[config.mk]
export PLATFORM = sky130hd
export DESIGN_NAME = trng_debug_fifo_flat
export DESIGN_NICKNAME = d
export VERILOG_FILES = /design/src/rtl/trng_debug_fifo_if.sv /design/src/rtl/trng_debug_fifo.sv /design/src/flat_wrapper.sv
export SDC_FILE = /design/constraint.sdc
export NUM_CORES = 1
export LEC_CHECK = 0
export ABC_AREA = 1
export CORE_ASPECT_RATIO = 2
export CORE_MARGIN = 5
export CORE_UTILIZATION = 40
export CTS_CLUSTER_DIAMETER = 50
export CTS_CLUSTER_SIZE = 25
export DETAILED_ROUTE_END_ITERATION = 10
export GPL_ROUTABILITY_DRIVEN = 1
export GPL_TIMING_DRIVEN = 0
export PLACE_DENSITY = 0.66
export SLEW_MARGIN = 15
export SYNTH_ARGS = -nofsm -noshare
export SYNTH_HDL_FRONTEND = slang
export SYNTH_SLANG_ARGS = --single-unit
[constraint.sdc]
create_clock -name clk -period 4.2 [get_ports clk]
set_clock_uncertainty 0.05 [all_clocks]
set_input_delay 0.84 -clock clk [delete_from_list [all_inputs] [get_ports clk]]
set_output_delay 0.84 -clock clk [all_outputs]
set_load 0.01 [all_outputs]
[src/rtl/trng_debug_fifo_if.sv]
// rtl/trng_debug_fifo_if.sv - register API bus for the TRNG debug capture FIFO
interface trng_debug_fifo_if;
  logic        cs;
  logic        we;
  logic [7:0]  address;
  logic [31:0] write_data;
  logic [31:0] read_data;
  logic        error;

  modport master (output cs, we, address, write_data, input read_data, error);
  modport slave  (input cs, we, address, write_data, output read_data, error);
endinterface

[src/rtl/trng_debug_fifo.sv]
// rtl/trng_debug_fifo.sv - captures CSPRNG words in debug mode into a FIFO drained over the register API
module trng_debug_fifo #(
  parameter int         DEPTH       = 8,
  parameter logic [7:0] ADDR_STATUS = 8'h10,
  parameter logic [7:0] ADDR_DATA   = 8'h11,
  parameter logic [7:0] ADDR_CTRL   = 8'h12,
  parameter logic [7:0] ADDR_DROPS  = 8'h13
) (
  input  logic               clk,
  input  logic               reset_n,
  trng_debug_fifo_if.slave   api,
  input  logic               debug_mode,
  input  logic [31:0]        rnd_data,
  input  logic               rnd_valid,
  output logic               overflow
);

  localparam int AW = $clog2(DEPTH);
  localparam int CW = AW + 1;

  logic [31:0]   r_mem [DEPTH];
  logic [AW-1:0] r_wptr;
  logic [AW-1:0] r_rptr;
  logic [CW-1:0] r_count;
  logic [15:0]   r_drop_cnt;
  logic          r_overflow;
  logic          r_armed;

  logic          w_empty;
  logic          w_full;
  logic          w_rd;
  logic          w_wr;
  logic          w_hit_status;
  logic          w_hit_data;
  logic          w_hit_ctrl;
  logic          w_hit_drops;
  logic          w_pop;
  logic          w_ctrl_wr;
  logic          w_flush;
  logic          w_clear;
  logic          w_push_try;
  logic          w_push;
  logic          w_drop;
  logic [31:0]   w_status;
  logic          w_unused;

  assign w_empty      = (r_count == '0);
  assign w_full       = (r_count == CW'(DEPTH));
  assign w_rd         = api.cs & ~api.we;
  assign w_wr         = api.cs & api.we;
  assign w_hit_status = (api.address == ADDR_STATUS);
  assign w_hit_data   = (api.address == ADDR_DATA);
  assign w_hit_ctrl   = (api.address == ADDR_CTRL);
  assign w_hit_drops  = (api.address == ADDR_DROPS);

  // r_armed swallows the first edge after reset release so a strobe held across it has no effect
  assign w_pop      = r_armed & w_rd & w_hit_data & ~w_empty;
  assign w_ctrl_wr  = r_armed & w_wr & w_hit_ctrl;
  assign w_flush    = w_ctrl_wr & api.write_data[0];
  assign w_clear    = w_ctrl_wr & api.write_data[1];
  assign w_push_try = r_armed & rnd_valid & debug_mode;
  assign w_push     = w_push_try & ~w_flush & (~w_full | w_pop);
  assign w_drop     = w_push_try & ~w_flush & w_full & ~w_pop;

  assign w_status = {16'h0, 8'(r_count), 5'b0, r_overflow, w_full, w_empty};
  assign w_unused = ^api.write_data[31:2];
  assign overflow = r_overflow;

  always_comb begin
    api.read_data = 32'h0;
    api.error     = 1'b0;
    if (w_wr) begin
      api.error = ~w_hit_ctrl;
    end else if (w_rd) begin
      if (w_hit_status) begin
        api.read_data = w_status;
      end else if (w_hit_data) begin
        if (w_empty) api.error = 1'b1;
        else         api.read_data = r_mem[r_rptr];
      end else if (w_hit_drops) begin
        api.read_data = {16'h0, r_drop_cnt};
      end else if (!w_hit_ctrl) begin
        api.error = 1'b1;
      end
    end
  end

  always_ff @(posedge clk or negedge reset_n) begin
    if (!reset_n) begin
      r_wptr     <= '0;
      r_rptr     <= '0;
      r_count    <= '0;
      r_drop_cnt <= '0;
      r_overflow <= 1'b0;
      r_armed    <= 1'b0;
    end else begin
      r_armed <= 1'b1;
      if (w_flush) begin
        r_wptr  <= '0;
        r_rptr  <= '0;
        r_count <= '0;
      end else begin
        if (w_push) r_wptr <= r_wptr + 1'b1;
        if (w_pop)  r_rptr <= r_rptr + 1'b1;
        if (w_push && !w_pop)      r_count <= r_count + 1'b1;
        else if (!w_push && w_pop) r_count <= r_count - 1'b1;
      end
      if (w_clear) begin
        r_overflow <= 1'b0;
        r_drop_cnt <= '0;
      end else if (w_drop) begin
        r_overflow <= 1'b1;
        if (r_drop_cnt != 16'hffff) r_drop_cnt <= r_drop_cnt + 1'b1;
      end
    end
  end

  always_ff @(posedge clk) begin
    if (w_push) r_mem[r_wptr] <= rnd_data;
  end

endmodule
[src/flat_wrapper.sv]
// flat-port wrapper written by rule: the top's interface ports become plain ports
module trng_debug_fifo_flat 
#(
  parameter int         DEPTH       = 8,
  parameter logic [7:0] ADDR_STATUS = 8'h10,
  parameter logic [7:0] ADDR_DATA   = 8'h11,
  parameter logic [7:0] ADDR_CTRL   = 8'h12,
  parameter logic [7:0] ADDR_DROPS  = 8'h13
)
  (clk, reset_n, debug_mode, rnd_data, rnd_valid, overflow, api_cs, api_we, api_address, api_write_data, api_read_data, api_error);
  trng_debug_fifo_if api_i ();
  input  logic clk;
  input  logic reset_n;
  input  logic debug_mode;
  input  logic [31:0] rnd_data;
  input  logic rnd_valid;
  output logic overflow;
  input wire logic [$bits(api_i.cs)-1:0] api_cs;
  input wire logic [$bits(api_i.we)-1:0] api_we;
  input wire logic [$bits(api_i.address)-1:0] api_address;
  input wire logic [$bits(api_i.write_data)-1:0] api_write_data;
  output wire logic [$bits(api_i.read_data)-1:0] api_read_data;
  output wire logic [$bits(api_i.error)-1:0] api_error;
  assign api_i.cs = api_cs;
  assign api_i.we = api_we;
  assign api_i.address = api_address;
  assign api_i.write_data = api_write_data;
  assign api_read_data = api_i.read_data;
  assign api_error = api_i.error;
  trng_debug_fifo #(.DEPTH(DEPTH), .ADDR_STATUS(ADDR_STATUS), .ADDR_DATA(ADDR_DATA), .ADDR_CTRL(ADDR_CTRL), .ADDR_DROPS(ADDR_DROPS)) u_core (.clk(clk), .reset_n(reset_n), .api(api_i), .debug_mode(debug_mode), .rnd_data(rnd_data), .rnd_valid(rnd_valid), .overflow(overflow));
endmodule
## Word level (Yosys, flattened, before mapping)

Memories as Yosys holds them, arrays and structs flattened.
Index checks and enable logic that the tools add are counted.

- Add/sub/neg operators: 5
- Equal/unequal tests: 6
- Multiplexer cells: 27
- Bitwise logic cells: 22
- Reduce and logical (&&, ||, !) cells: 11

Operator list:

| kind | count |
|---|---|
| $mux W32 | 5 |
| $mux W16 | 4 |
| $eq A8 B5 Y1 const B | 4 |
| $add A16 B1 Y16 const B | 1 |
| $ne A16 B16 Y1 const B | 1 |
| $and A1 B1 Y1 | 15 |
| $mux W3 | 4 |
| $mux W4 | 3 |
| $mux W1 | 11 |
| $reduce_bool A2 Y1 | 4 |
| $add A3 B1 Y3 const B | 2 |
| $not A1 Y1 | 6 |
| $add A4 B1 Y4 const B | 1 |
| $eq A4 B4 Y1 const B | 1 |
| $logic_not A4 Y1 | 1 |
| $sub A4 B1 Y4 const B | 1 |
| $reduce_bool A3 Y1 | 1 |
| $logic_and A1 B1 Y1 | 2 |
| $logic_not A1 Y1 | 2 |
| $reduce_and A2 Y1 | 1 |
| $or A1 B1 Y1 | 1 |

- Bits in registers: 28
- Memory bits (writable): 256
- Output and inout bits: 34
- Logic and storage cells: 78
- Memories kept: 1

Memories:

| memory | words | width | rd ports | clocked after memory_dff | wr ports | line | text |
|---|---|---|---|---|---|---|---|
| u_core.r_mem | 8 | 32 | 1 | 0 | 1 | trng_debug_fifo.sv:21 | `logic [31:0] r_mem [DEPTH];` |

## Depth between registers and ports, before layout

- Depth after elaboration: 12
- Gate-level depth with buffers: 16
- Gate-level depth less buffers: 16

## Least setup slack after synthesis

Ideal clock, no wire load.

- Path type: input -> register
- Start point: in api_address[6]
- End point: mem u_core.r_mem[4][0] (enable)
- Arrival time: 3.842 ns
- Path slack: -0.154 ns
- Cell stages on the path: 8
- Path buffers: 1
- Cells stage by stage: inv_1 > nand2_1 > nor2_8 > nand3_1 > nand3_2 > nand2_2 > buf_4 > nor3_1

- Longest elaborated chain between the ends: 8
- Elaborated cells between the ends (all ways): 12
- Classes of those cells: eq/ne: 2; mux: 2; bitwise: 8

RTL lines:

| what | line | text |
|---|---|---|
| start, declared | flat_wrapper.sv:20 | `input wire logic [$bits(api_i.address)-1:0] api_address;` |
| $eq A8 B5 Y1 | trng_debug_fifo.sv:53 | `assign w_hit_ctrl = (api.address == ADDR_CTRL);` |
| $and A1 B1 Y1 | trng_debug_fifo.sv:58 | `assign w_ctrl_wr = r_armed & w_wr & w_hit_ctrl;` |
| $and A1 B1 Y1 | trng_debug_fifo.sv:59 | `assign w_flush = w_ctrl_wr & api.write_data[0];` |
| $not A1 Y1 | trng_debug_fifo.sv:62 | `assign w_push = w_push_try & ~w_flush & (~w_full \| w_pop);` |
| $and A1 B1 Y1 | trng_debug_fifo.sv:62 |  |
| $and A1 B1 Y1 * | trng_debug_fifo.sv:62 |  |
| $mux W1 * | trng_debug_fifo.sv:119 | `if (w_push) r_mem[r_wptr] <= rnd_data;` |
| $mux W1 (not written as such) * | trng_debug_fifo.sv:119 |  |
| end, declared | trng_debug_fifo.sv:21 |  |

Every way passes the cells marked *; elsewhere a longest branch is shown, timed or not.

## Worst setup path in the final report

- Start point: in api_address[1]
- End point: out api_read_data[25]

- Longest elaborated chain between the ends: 5
- Elaborated cells between the ends (all ways): 6
- Classes of those cells: eq/ne: 2; mux: 4

RTL lines:

| what | line | text |
|---|---|---|
| $eq A8 B5 Y1 | trng_debug_fifo.sv:52 | `assign w_hit_data = (api.address == ADDR_DATA);` |
| $mux W32 | trng_debug_fifo.sv:77 | `end else if (w_hit_data) begin` |
| $mux W32 * | trng_debug_fifo.sv:75 | `if (w_hit_status) begin` |
| $mux W32 * | trng_debug_fifo.sv:74 | `end else if (w_rd) begin` |
| $mux W32 * | trng_debug_fifo.sv:72 | `if (w_wr) begin` |
| end, declared | flat_wrapper.sv:22 | `output wire logic [$bits(api_i.read_data)-1:0] api_read_data;` |

Marked as above.

==> impl_metrics.toml <==
[sta]
fin_crit_sh = 0.974
tightestPinTransition_ps = 842
setup_viol = 0
clock.fmax_mhz = 244
fin_tns_setup_ps = 0
period_minus_slack_ps = 4090
maxSlewViolCount = 0
slew_headroom = 0.436
finalHoldViolCount = 0

[cts]
hold_buffers = 0
cts_buffer_depth = 3
tritoncts = "yes"
cts_sinks = 284
cts_buffers = 16
path_clk_slew_ps = 100
worst_skew_pair.late_latency_ps = 510
clockRootBuffer = "clkbuf_16"
htreeDepth = 1

[hold_path]
hp-class = "input port to asynchronous set/reset pin"

[global_routing]
grt_pass1_vias = 8906
track_usage = 0.197
grt_max_degree = 29
grt_overflow_total = 0
grt_pass1_wl_mm = 51.9
antenna_found_initial = 1

[placement]
place.gp.congestion = 0.908
portBuffers = 81
post-dp-hpwl_mm = 25.5

[route]
drt-initial-drc-count = 658
drtPass1Iterations = 8
vias_per_cell = 5.51
ant_nets = 0
wl_mm = 34.6
routedWlPerCell_um = 21.6
drc = 0
routed-via-count = 8838

[floorplan]
die_x_um = 134
start_util = 0.402
die_h_um = 259
ios = 112
dieArea_um2 = 34700
core_area_um2 = 30700
rows = 91

[synthesis]
synthesis.area_um2 = 12400
synthArstFlopShare = 0.0986
ys.warnings.count = 0
synth-seq-cells = 284
synth_cells = 1083
synth_fp_nets = 1168
synth.distinct_cells = 43
synth_ff_type = "edfxtp_1"
synth_edf_count = 256
seq_area_frac_synth = 0.679
synth_area_per_cell_um2 = 11.4

[finish]
area_growth_pct = 17.7
fill_cells = 2767
final_util = 0.473
drive_gt1_frac = 0.109
final_nets = 1307

[power_and_ir_drop]
p_leak_uw = 0.00514
ir_worst_vdd_mv = 0.205
powerDensity_nw_per_um2 = 390

[setup_path]
start_kind = "input port"
crit_type = "input port to output pin"
required_ps = 3310
arrival_ps = 3200
crit_fanout = 10
cp-end-kind = "output pin"

[flow_run]
drv_cap = 0

[outcome]
outcome = "finished, final reports clean"
-- final timing paths --
path | cells after the start | startpoint | slack (ps) | endpoint
max | 10 | api_address[1] | 110 | api_read_data[25]
min | 1 | reset_n | 310 | u_core.r_drop_cnt[14]$_DFFE_PN0P_
max reg2reg | 11 | u_core.r_armed$_DFF_PN0_ | 1340 | u_core.r_mem[1][16]$_DFFE_PP_
min reg2reg | 1 | u_core.overflow$_DFFE_PN0P_ | 500 | u_core.overflow$_DFFE_PN0P_
max in group asynchronous | 1 | reset_n | 3310 | u_core.r_drop_cnt[5]$_DFFE_PN0P_
min in group clk | 1 | u_core.overflow$_DFFE_PN0P_ | 500 | u_core.overflow$_DFFE_PN0P_
-- registers in the layout (all words and copies together) (netlist names) --
| register | cells |
|---|---|
| u_core.r_count | 4 |
| u_core.r_wptr | 3 |
| u_core.r_armed | 1 |
| u_core.r_mem | 256 |
| u_core.overflow | 1 |
| u_core.r_rptr | 3 |
| u_core.r_drop_cnt | 16 |
-- cells in the mapped netlist (6+ instances only) --
library cell | number | area share
a21oi_1 | 40 | 0.016
buf_2 | 20 | 0.0081
clkbuf_1 | 29 | 0.0088
dfrtp_1 | 28 | 0.057
edfxtp_1 | 256 | 0.62
ha_1 | 6 | 0.0061
inv_1 | 47 | 0.014
nand2_1 | 134 | 0.041
nand3_1 | 49 | 0.020
nand4_1 | 24 | 0.012
nor2_1 | 178 | 0.054
nor2_4 | 6 | 0.0055
nor3_1 | 21 | 0.0085
nor3_2 | 10 | 0.0081
o211ai_1 | 32 | 0.019
o21ai_0 | 132 | 0.053
o21ai_1 | 6 | 0.0024
o22ai_1 | 12 | 0.0061
xor2_1 | 9 | 0.0064
-- where the power goes --
group	leakage (uW)	total (uW)	internal, uW	switching (uW)
logic	0.00223	634	228	406
registers	0.00266	3310	3220	97.5
clock network	0.000248	1730	800	927
total	0.00514	5670	4240	1430
-- layout make-up --
type	instances	area, um2	share of cell area
flip-flops and latches	284	8390	0.577
multi-input cells	688	3540	0.244
repair buffers	121	1150	0.0794
clock buffers	25	465	0.0320
well taps	372	465	0.0320
plain buffers	57	270	0.0186
inverters	54	208	0.0143
clock inverters	3	45.0	0.00310
diodes	1	2.50	0.000172
-- per-stage QoR --
stage | cells | setup slack, ps | hold slack, ps | cell area (um2) | power [uW]
finish | 1605 | 108 | 310 | 14500 | 5670
global placement | 1536 | -3130 | 453 | 13600 | 3950
floorplan | 1083 | -154 | 463 | 12400 | 3710
CTS | 1598 | 24.4 | 320 | 14500 | 5700
global route | 1605 | -4.47 | 354 | 14500 | 5880
detailed placement | 1570 | -70.1 | 479 | 14000 | 4010
-- routing by layer --
metal  wire length, um  track usage  share of wire  vias to the layer above
met5                 0            0              0                        -
met3              1730       0.0214          0.050                      101
met2             19300        0.385           0.56                      344
li1                  -            -              -                     4130
met1             11800        0.204           0.34                     4263
met4              1770       0.0943          0.051                        0
-- timing repair --
item                                   CTS  global route
endpoints found under the hold margin    0             0
setup endpoints to repair               11            16
gates resized for setup                  2             6
buffers inserted                         0             6
pin swaps                                0             2
-- cell usage in the layout, fill, tap and decap left out, drive strengths merged, types with 9 or more instances in the layout --
| cell type | Yosys | routed |
|---|---|---|
| inv | 50 | 52 |
| o211ai | 32 | 32 |
| xor2 | 9 | 9 |
| nor3 | 31 | 31 |
| clkdlybuf4s50 | 0 | 80 |
| nand2 | 138 | 138 |
| o21ai | 138 | 138 |
| nand3 | 56 | 56 |
| nor2 | 188 | 188 |
| buf | 28 | 70 |
| a21oi | 40 | 40 |
| o22ai | 12 | 12 |
| edfxtp | 256 | 256 |
| nand4 | 25 | 25 |
| clkbuf | 29 | 53 |
| dfrtp | 28 | 28 |
-- cells by family (layout without fill, tap and decap cells) --
| logic type | Yosys count | in the layout | share of synthesized area |
|---|---|---|---|
| other cells | 1 | 2 | 0.000304 |
| fa+ha+maj | 7 | 7 | 0.00770 |
| xor+xnor | 10 | 10 | 0.00709 |
| buf+inv | 111 | 260 | 0.0383 |
| compound gates | 229 | 229 | 0.102 |
| flops | 284 | 284 | 0.679 |
| simple gates | 441 | 441 | 0.166 |
-- critical path: stages --
cell	delay [ps]
clkdlybuf4s50_1	470
inv_2	80
nand2_1	40
nor2_1	160
nand2_2	100
nor2_4	240
nand3_4	240
buf_6	230
nor3_2	200
clkdlybuf4s50_1	590
Power figures use the tool's default switching activity.
